[config.mk]
export PLATFORM = sky130hd
export DESIGN_NAME = knn_scan_ctrl
export DESIGN_NICKNAME = d
export VERILOG_FILES = /design/src/rtl/knn_scan_ctrl_pkg.sv /design/src/rtl/knn_scan_ctrl_topk.sv /design/src/rtl/knn_scan_ctrl.sv
export SDC_FILE = /design/constraint.sdc
export NUM_CORES = 1
export LEC_CHECK = 0
export CAP_MARGIN = 20
export CORE_MARGIN = 3
export CORE_UTILIZATION = 40
export CTS_BUF_LIST = sky130_fd_sc_hd__clkbuf_2
export CTS_CLUSTER_SIZE = 10
export DETAILED_ROUTE_END_ITERATION = 10
export PLACE_DENSITY = 0.72
export SYNTH_ARGS = -nofsm -noshare
export SYNTH_HDL_FRONTEND = slang
export SYNTH_HIERARCHICAL = 1
export SYNTH_SLANG_ARGS = --single-unit
[constraint.sdc]
create_clock -name clk -period 9.6 [get_ports clk]
set_clock_uncertainty 0.15 [all_clocks]
set_input_delay 0.96 -clock clk [delete_from_list [all_inputs] [get_ports clk]]
set_output_delay 0.96 -clock clk [all_outputs]
set_load 0.02 [all_outputs]
[src/rtl/knn_scan_ctrl_pkg.sv]
// Shared defaults and FSM encoding for the kNN scan controller and its top-K list.
package knn_scan_ctrl_pkg;
  localparam int DEF_WDATA_W = 16;
  localparam int DEF_N_MAX   = 64;
  localparam int DEF_K       = 4;
  localparam int DEF_LABEL_W = 8;
  localparam int DEF_ADDR_W  = 6;

  typedef enum logic [1:0] {
    S_IDLE  = 2'd0,
    S_FETCH = 2'd1,
    S_CMP   = 2'd2,
    S_DONE  = 2'd3
  } scan_state_t;
endpackage

[src/rtl/knn_scan_ctrl_topk.sv]
// Sorted K-entry nearest-neighbour list; one insertion per cycle, ascending distance,
// strict less-than so an earlier entry wins ties.
module knn_topk
  import knn_scan_ctrl_pkg::*;
#(
  parameter int DIST_W  = 2*DEF_WDATA_W,
  parameter int LABEL_W = DEF_LABEL_W,
  parameter int K       = DEF_K
) (
  input  logic                   clk,
  input  logic                   rst,
  input  logic                   clear,
  input  logic                   ins_en,
  input  logic [DIST_W-1:0]      ins_dist,
  input  logic [LABEL_W-1:0]     ins_label,
  output logic [3:0]             count,
  output logic [K*LABEL_W-1:0]   labels,
  output logic [K*DIST_W-1:0]    dists
);
  logic [DIST_W-1:0]  dist_q   [K];
  logic [LABEL_W-1:0] label_q  [K];
  logic [DIST_W-1:0]  prev_dist  [K];
  logic [LABEL_W-1:0] prev_label [K];
  logic [K-1:0]       lt;
  logic [K-1:0]       lt_prev;
  logic [3:0]         count_q, count_d;

  // lt is monotonic across slots because valid entries are kept sorted
  genvar gi;
  generate
    for (gi = 0; gi < K; gi++) begin : g_slot
      localparam int PREV = (gi == 0) ? 0 : gi - 1;
      assign lt[gi]         = (4'(gi) >= count_q) || (ins_dist < dist_q[gi]);
      assign lt_prev[gi]    = (gi != 0) && lt[PREV];
      assign prev_dist[gi]  = dist_q[PREV];
      assign prev_label[gi] = label_q[PREV];
      assign labels[gi*LABEL_W +: LABEL_W] = label_q[gi];
      assign dists[gi*DIST_W +: DIST_W]    = dist_q[gi];
    end
  endgenerate

  assign count_d = (count_q < 4'(K)) ? count_q + 4'd1 : count_q;
  assign count   = count_q;

  always_ff @(posedge clk) begin
    if (rst || clear) begin
      count_q <= '0;
      for (int j = 0; j < K; j++) begin
        dist_q[j]  <= '0;
        label_q[j] <= '0;
      end
    end else if (ins_en && lt[K-1]) begin
      count_q <= count_d;
      for (int j = 0; j < K; j++) begin
        if (lt_prev[j]) begin
          dist_q[j]  <= prev_dist[j];
          label_q[j] <= prev_label[j];
        end else if (lt[j]) begin
          dist_q[j]  <= ins_dist;
          label_q[j] <= ins_label;
        end
      end
    end
  end
endmodule

[src/rtl/knn_scan_ctrl.sv]
// kNN scan controller: walks the point memory, feeds the external distance core
// and keeps the K nearest points in a sorted list.
module knn_scan_ctrl
  import knn_scan_ctrl_pkg::*;
#(
  parameter int KNN_WDATA_W = DEF_WDATA_W,
  parameter int N_MAX       = DEF_N_MAX,
  parameter int K           = DEF_K,
  parameter int LABEL_W     = DEF_LABEL_W,
  parameter int ADDR_W      = DEF_ADDR_W
) (
  input  logic                        clk,
  input  logic                        rst,
  input  logic                        start,
  input  logic [ADDR_W:0]             n_points,
  input  logic [KNN_WDATA_W-1:0]      test_x,
  input  logic [KNN_WDATA_W-1:0]      test_y,
  output logic                        mem_en,
  output logic [ADDR_W-1:0]           mem_addr,
  input  logic [KNN_WDATA_W-1:0]      mem_x,
  input  logic [KNN_WDATA_W-1:0]      mem_y,
  input  logic [LABEL_W-1:0]          mem_label,
  output logic [KNN_WDATA_W-1:0]      x1,
  output logic [KNN_WDATA_W-1:0]      y1,
  output logic [KNN_WDATA_W-1:0]      x2,
  output logic [KNN_WDATA_W-1:0]      y2,
  input  logic [2*KNN_WDATA_W-1:0]    d2,
  output logic                        busy,
  output logic                        done,
  output logic [3:0]                  nn_count,
  output logic [K*LABEL_W-1:0]        nn_label,
  output logic [K*2*KNN_WDATA_W-1:0]  nn_dist
);
  localparam logic [ADDR_W:0] NMAX_L = (ADDR_W+1)'(N_MAX);
  localparam logic [ADDR_W:0] ONE_L  = (ADDR_W+1)'(1);

  scan_state_t              state_q;
  logic                     busy_q, done_q, mem_en_q;
  logic [ADDR_W-1:0]        mem_addr_q;
  logic [KNN_WDATA_W-1:0]   tx_q, ty_q;
  logic [ADDR_W:0]          cnt_q, idx_q;
  logic [ADDR_W:0]          idx_d, n_clamp_d;
  logic                     clear, ins_en;

  assign n_clamp_d = (n_points > NMAX_L) ? NMAX_L : n_points;
  assign idx_d     = idx_q + ONE_L;
  assign clear     = (state_q == S_IDLE) && start;
  assign ins_en    = (state_q == S_CMP);

  always_ff @(posedge clk) begin
    if (rst) begin
      state_q    <= S_IDLE;
      busy_q     <= 1'b0;
      done_q     <= 1'b0;
      mem_en_q   <= 1'b0;
      mem_addr_q <= '0;
      tx_q       <= '0;
      ty_q       <= '0;
      cnt_q      <= '0;
      idx_q      <= '0;
    end else begin
      mem_en_q   <= 1'b0;
      mem_addr_q <= '0;
      done_q     <= 1'b0;
      unique case (state_q)
        S_IDLE: begin
          if (start) begin
            tx_q  <= test_x;
            ty_q  <= test_y;
            cnt_q <= n_clamp_d;
            idx_q <= '0;
            if (n_clamp_d == '0) begin
              state_q <= S_DONE;
              done_q  <= 1'b1;
            end else begin
              state_q  <= S_FETCH;
              mem_en_q <= 1'b1;
              busy_q   <= 1'b1;
            end
          end
        end
        S_FETCH: state_q <= S_CMP;
        S_CMP: begin
          idx_q <= idx_d;
          if (idx_d < cnt_q) begin
            state_q    <= S_FETCH;
            mem_en_q   <= 1'b1;
            mem_addr_q <= idx_d[ADDR_W-1:0];
          end else begin
            state_q <= S_DONE;
            done_q  <= 1'b1;
            busy_q  <= 1'b0;
          end
        end
        S_DONE: state_q <= S_IDLE;
        default: state_q <= S_IDLE;
      endcase
    end
  end

  assign busy     = busy_q;
  assign done     = done_q;
  assign mem_en   = mem_en_q;
  assign mem_addr = mem_addr_q;
  assign x1       = tx_q;
  assign y1       = ty_q;
  // Memory data is only meaningful in CMP; keep the core operands quiet otherwise
  assign x2       = (state_q == S_CMP) ? mem_x : '0;
  assign y2       = (state_q == S_CMP) ? mem_y : '0;

  knn_topk #(
    .DIST_W  (2*KNN_WDATA_W),
    .LABEL_W (LABEL_W),
    .K       (K)
  ) u_topk (
    .clk       (clk),
    .rst       (rst),
    .clear     (clear),
    .ins_en    (ins_en),
    .ins_dist  (d2),
    .ins_label (mem_label),
    .count     (nn_count),
    .labels    (nn_label),
    .dists     (nn_dist)
  );
endmodule
# Word level (Yosys, flattened, before mapping)
# Memory sizes are Yosys's and may differ from the RTL's.
# Index checks and enable logic that the tools add are counted.
dict set report totals {
  regBits 61
  in_bits 114
  mem_count 2
  output_inout_bits 237
  ramBits 160
}
# name depth width read_ports rd_clocked_by_memory_dff wr line_no
set mem_list {}
lappend mem_list {u_topk.dist_q 4 32 4 0 4 knn_scan_ctrl_topk.sv:20} ;# logic [DIST_W-1:0] dist_q [K];
lappend mem_list {u_topk.label_q 4 8 4 0 4 knn_scan_ctrl_topk.sv:21} ;# logic [LABEL_W-1:0] label_q [K];
dict set report classes {
  magnitude_cmp 11
  bitwise_logic 16
  add_sub_neg 2
  eq_ne 6
  n_reduce_logical 15
  mux 62
}
# operator count
set ops {}
lappend ops {{32-bit 2-to-1 mux} 7}
lappend ops {{32-bit less-than comparator} 4}
lappend ops {{8-bit 2-to-1 mux} 7}
lappend ops {{1-bit 2-to-1 mux} 36}
lappend ops {{16-bit 2-to-1 mux} 2}
lappend ops {{7-bit 2-to-1 mux} 2}
lappend ops {{1-bit OR} 14}
lappend ops {{7-bit one-hot mux with 2 select lines} 1}
lappend ops {{1-bit by 4-bit greater-or-equal comparator with 1-bit output (first input constant)} 2}
lappend ops {{2-bit by 4-bit greater-or-equal comparator with 1-bit output (first input constant)} 2}
lappend ops {{2-bit one-hot mux with 4 select lines} 1}
lappend ops {{7-bit by 1-bit adder with 7-bit output (second input constant)} 1}
lappend ops {{7-bit greater-than comparator (second input constant)} 1}
lappend ops {{7-bit logical NOT} 1}
lappend ops {{7-bit less-than comparator} 1}
lappend ops {{2-bit 2-to-1 mux} 3}
lappend ops {{2-bit inequality test (second input constant)} 3}
lappend ops {{1-bit one-hot mux with 2 select lines} 3}
lappend ops {{2-bit AND reduction} 3}
lappend ops {{1-bit logical OR} 5}
lappend ops {{4-bit by 1-bit adder with 4-bit output (second input constant)} 1}
lappend ops {{2-bit equality test (second input constant)} 2}
lappend ops {{4-bit by 3-bit less-than comparator with 1-bit output (second input constant)} 1}
lappend ops {{4-bit AND reduction} 1}
lappend ops {{other kinds (6)} 8}

# Depth between registers and ports, before layout
# An unclocked memory read counts as a cell.
dict set report logic_depth {
  ltp_word 9
  mapped_depth 12
  mapped_depth_nobuf 9
}

# Hierarchy
# The synthesis kept the hierarchy.
# mod area_per_inst_um2 n_inst cells_each
set modules_own_cells {}
lappend modules_own_cells {knn_topk 9834.4 1 869}
lappend modules_own_cells {knn_scan_ctrl 2453.6 1 304}

# Least setup slack after synthesis
# OpenSTA, ideal clock, no wires.
dict set report synth_timing {
  path_type {input-to-reg}
  start {input d2[1]}
  end {memory u_topk/dist_q[2][0] in the netlist's numbering (enable)}
  cell_stages 8
  setup_time_ns 0.493
  n_path_buf 1
  slack_ns 3.426
  t_arrival_ns 5.532
  cell_sequence {ha_1 -> a2111oi_0 -> o41ai_1 -> a211o_1 -> a211oi_2 -> buf_2 -> nor2_1 -> o21ai_0}
}
# element line_no
set synth_rtl {}
lappend synth_rtl {{from (decl)} knn_scan_ctrl.sv:27} ;# input logic [2*KNN_WDATA_W-1:0] d2,
lappend synth_rtl {{to (decl)} knn_scan_ctrl_topk.sv:20}

==> metrics.txt <==
final count of negative-setup-slack endpoints=0; Remaining DRCs=0; maximum frequency from static timing analysis=181 MHz; total number of clock tree sinks=221; antenna-violating nets left=0; worst slack at placement=3.36 ns; Crit path largest cell delay=0.87 ns; weighted congestion at the end of routability-driven global placement=0.855; average vias per placed instance=5.26; final-layout setup total negative slack=0 ns; slack of the critical path=4.07 ns; peak supply drop=81.3 µV; CP most frequent cell=sky130_fd_sc_hd__buf_4; Layout fillers=2,630; TritonCTS buffer count=58; count of unique library cells instantiated by Yosys=64; flip-flop cell with the highest count after synthesis=sky130_fd_sc_hd__edfxtp_1; fraction of layout cells with a size suffix above 1=7.55%; port bufs=350; initial antenna violation count=2; pin count of the biggest net entering global routing=57; relative area change from synthesis to final layout=36.1%; effective utilization at floorplan=41.0%; async set-reset flop share out of synthesis=0%; overall global routing resource usage=21.4%; area of the core region=30,000 µm²; Detail Placement HPWL=27.5 mm; final critical delay including setup and external delays=5.53 ns; Final Max Slew Viols=0; leakage component of the power=6.92 nW; die height=181 µm; XOR/XNOR Fraction of Synth Area=0.428%; number of warnings reported in the yosys synthesis log=6; data arrival time of the worst path=6.06 ns; maximum net fanout on the critical path=56; area fraction in and, or, nand and nor cells after synthesis=13.6%; detailed-routing iteration count for the pre-antenna-repair pass=5; GRT overflow=0; cell with the biggest individual delay on the critical path=sky130_fd_sc_hd__nor2_1; Synth Area in Compound Gates=13.9%; sequential element share of the synthesized area=49.0%; post-detailed-routing wire length=36.8 mm; FF+latch count, synth=221; multiplexer area fraction after synthesis=3.26%; footprint of the multi-input gates=5580 µm²; syn_area_per_cell=10.5 µm²; clock slew at the register clock pins of the worst setup and hold paths=0.11 ns; Post-synth EDFFs=160; CTS Root Cell=sky130_fd_sc_hd__clkbuf_2; Max Used Layer=met4; average wire per standard cell=18.6 µm; total vias in the final route=10,400; horizontal extent of the die=181 µm; unrepaired setup endpoints after global routing=false; met2 wire length=17.9 mm; die area=32,900 µm²; power density of the placed cells=150 nW/µm²; total of max-cap violations=0; relative slew slack=29.3%; final-report hold violation count=0; CTS max path bufs=3; Critical Path Start Type=input port; clk_lat worst skew=0.85 ns; outcome=complete, no violations; Tcrit/Tclk final=57.6%; path category of the worst min-delay check=flop to flop; global-route wire length before repair=56.6 mm; detailed router's first-iteration violation count=633; Final nets=1,794; wire length the detailed router placed on met1=14.5 mm; clock tree from TritonCTS=done; vias in the first global route=10,800; H-Tree Depth=2; Syn Std Cell Area=12,300 µm²; Post-CTS Repair Setup Buffers=0; combinational family with the most area after synthesis=compound AO/OA/AOI/OAI gates; category of the most critical setup path=input port to flop; post-synthesis instance total=1,173; number of hold buffers added after cts=0; fraction of the mapped netlist area in adder cells=13.6%; Worst Setup End Kind=flop; total nets after synthesis=1,421; Reg area=6030 µm²; series of cell instances along the critical path=clkdlybuf4s50_1 > or3b_1 > buf_4 > clkinv_2 > nor2_1 > inv_1 > a311oi_1 > o21ai_4 > buf_4 > nor2_4 > buf_4 > a22o_1; count of boundary I/O pins=351; Post-CTS Resized=0; site row count=63; total met3 wirelength after detailed routing=3.33 mm; Worst Tran Pin Value=1.06 ns; Required @ worst endpoint=10.12 ns
path summary, 6_finish.rpt:
| check | from | endpoint | slack, ns | cells after the start |
|---|---|---|---|---|
| max | start | u_topk/label_q[1][2] | 4.07 | 12 |
| min | cnt_q[0] | cnt_q[0] | 0.30 | 2 |
| max reg2reg | state_q[1] | u_topk/label_q[1][2] | 4.32 | 11 |
| min reg2reg | cnt_q[0] | cnt_q[0] | 0.30 | 2 |
per-layer routing:
metal  global-route usage, %  vias up
li1                        -     4964
met4                    8.10        0
met2                    36.3      422
met5                       0        -
met1                    25.4     4956
met3                    6.78       73
layout make-up:
type | count | share of cell area (%)
diodes | 2 | 0.0299
multi-input cells | 763 | 33.3
clock buffers | 92 | 2.75
repair buffers | 360 | 21.5
flip-flops and latches | 221 | 36.0
inverters | 142 | 3.19
well taps | 390 | 2.92
clock inverters | 11 | 0.299
Yosys cell counts (all sizes together), types with 3 or more instances:
cell type | number | area (µm²)
nand2b | 5 | 31.3
nor3b | 3 | 27.5
nor4 | 3 | 18.8
edfxtp | 160 | 4800
nand3b | 7 | 52.6
nor3 | 6 | 30.0
a21o | 6 | 45.0
mux2i | 40 | 400
a221oi | 3 | 26.3
and4 | 5 | 43.8
and2 | 77 | 482
nand3 | 18 | 90.1
a22oi | 3 | 22.5
o21a | 3 | 22.5
a22o | 80 | 701
nand4 | 18 | 113
inv | 141 | 529
a211oi | 4 | 35.0
buf | 19 | 114
xnor2 | 4 | 35.0
nor2b | 6 | 37.5
nand2 | 110 | 413
and3 | 3 | 18.8
nor2 | 68 | 255
a31oi | 3 | 18.8
o21ai | 25 | 136
a2111oi | 3 | 26.3
ha | 134 | 1680
a21oi | 94 | 474
dfxtp | 61 | 1220
clkbuf | 28 | 105
sequential cells by signal, indices dropped and copies added, names as in the netlist:
signal,count
x1,16
mem_addr,6
u_topk/count,4
y1,16
u_topk/label_q,32
state_q,2
mem_en,1
idx_q,7
done,1
cnt_q,7
u_topk/dist_q,128
busy,1
where the power goes:
| group | leakage (nW) | total, mW | internal [mW] | switching (mW) |
|---|---|---|---|---|
| clock | 0.403 | 0.641 | 0.252 | 0.389 |
| sequential | 2.26 | 1.18 | 1.12 | 0.0634 |
| combinational | 4.26 | 0.681 | 0.299 | 0.382 |
cell families (layout without fill, tap and decap cells):
kind of cell    after synthesis  after routing
other cells                   0              2
mux                          40             40
simple gates                336            336
fa+ha+maj                   134            134
flops                       221            221
xor+xnor                      6              6
buf+inv                     189            605
compound gates              247            247
metrics by stage:
stage | cell area, µm² | std cells | utilization (%) | total power [mW] | hold slack (ns)
finish | 16700 | 1981 | 55.9 | 2.50 | 0.303
global route | 16700 | 1980 | 55.8 | 2.65 | 0.323
CTS | 16700 | 1978 | 55.8 | 2.53 | 0.308
detailed placement | 16200 | 1875 | 54.1 | 1.88 | 0.297
global placement | 16200 | 1875 | 54.1 | 1.86 | 0.288
floorplan | 12300 | 1173 | - | 1.54 | 0.277
critical path: cells and delay by family:
family	cells	cell delay, ns
buffers and inverters	6	2.48
AND/OR/NAND/NOR	3	1.53
AO/OA/AOI/OAI	3	0.97
layout by cell type (no fill, tap or decap), types with 8 or more instances in the layout:
cell type / synthesis / routed
sky130_fd_sc_hd__buf_4: 3 / 9
sky130_fd_sc_hd__nand4_1: 18 / 18
sky130_fd_sc_hd__clkbuf_2: 0 / 92
sky130_fd_sc_hd__clkdlybuf4s50_1: 0 / 350
sky130_fd_sc_hd__inv_1: 140 / 140
sky130_fd_sc_hd__nor2_1: 68 / 67
sky130_fd_sc_hd__nand3_1: 18 / 18
sky130_fd_sc_hd__o21ai_0: 24 / 21
sky130_fd_sc_hd__a22o_1: 80 / 80
sky130_fd_sc_hd__ha_1: 134 / 134
sky130_fd_sc_hd__edfxtp_1: 160 / 160
sky130_fd_sc_hd__clkinv_1: 0 / 8
sky130_fd_sc_hd__nand2_1: 110 / 109
sky130_fd_sc_hd__dfxtp_1: 61 / 61
sky130_fd_sc_hd__a21oi_1: 93 / 93
sky130_fd_sc_hd__and2_1: 76 / 76
sky130_fd_sc_hd__mux2i_1: 40 / 40
Power figures use the tool's default switching activity.
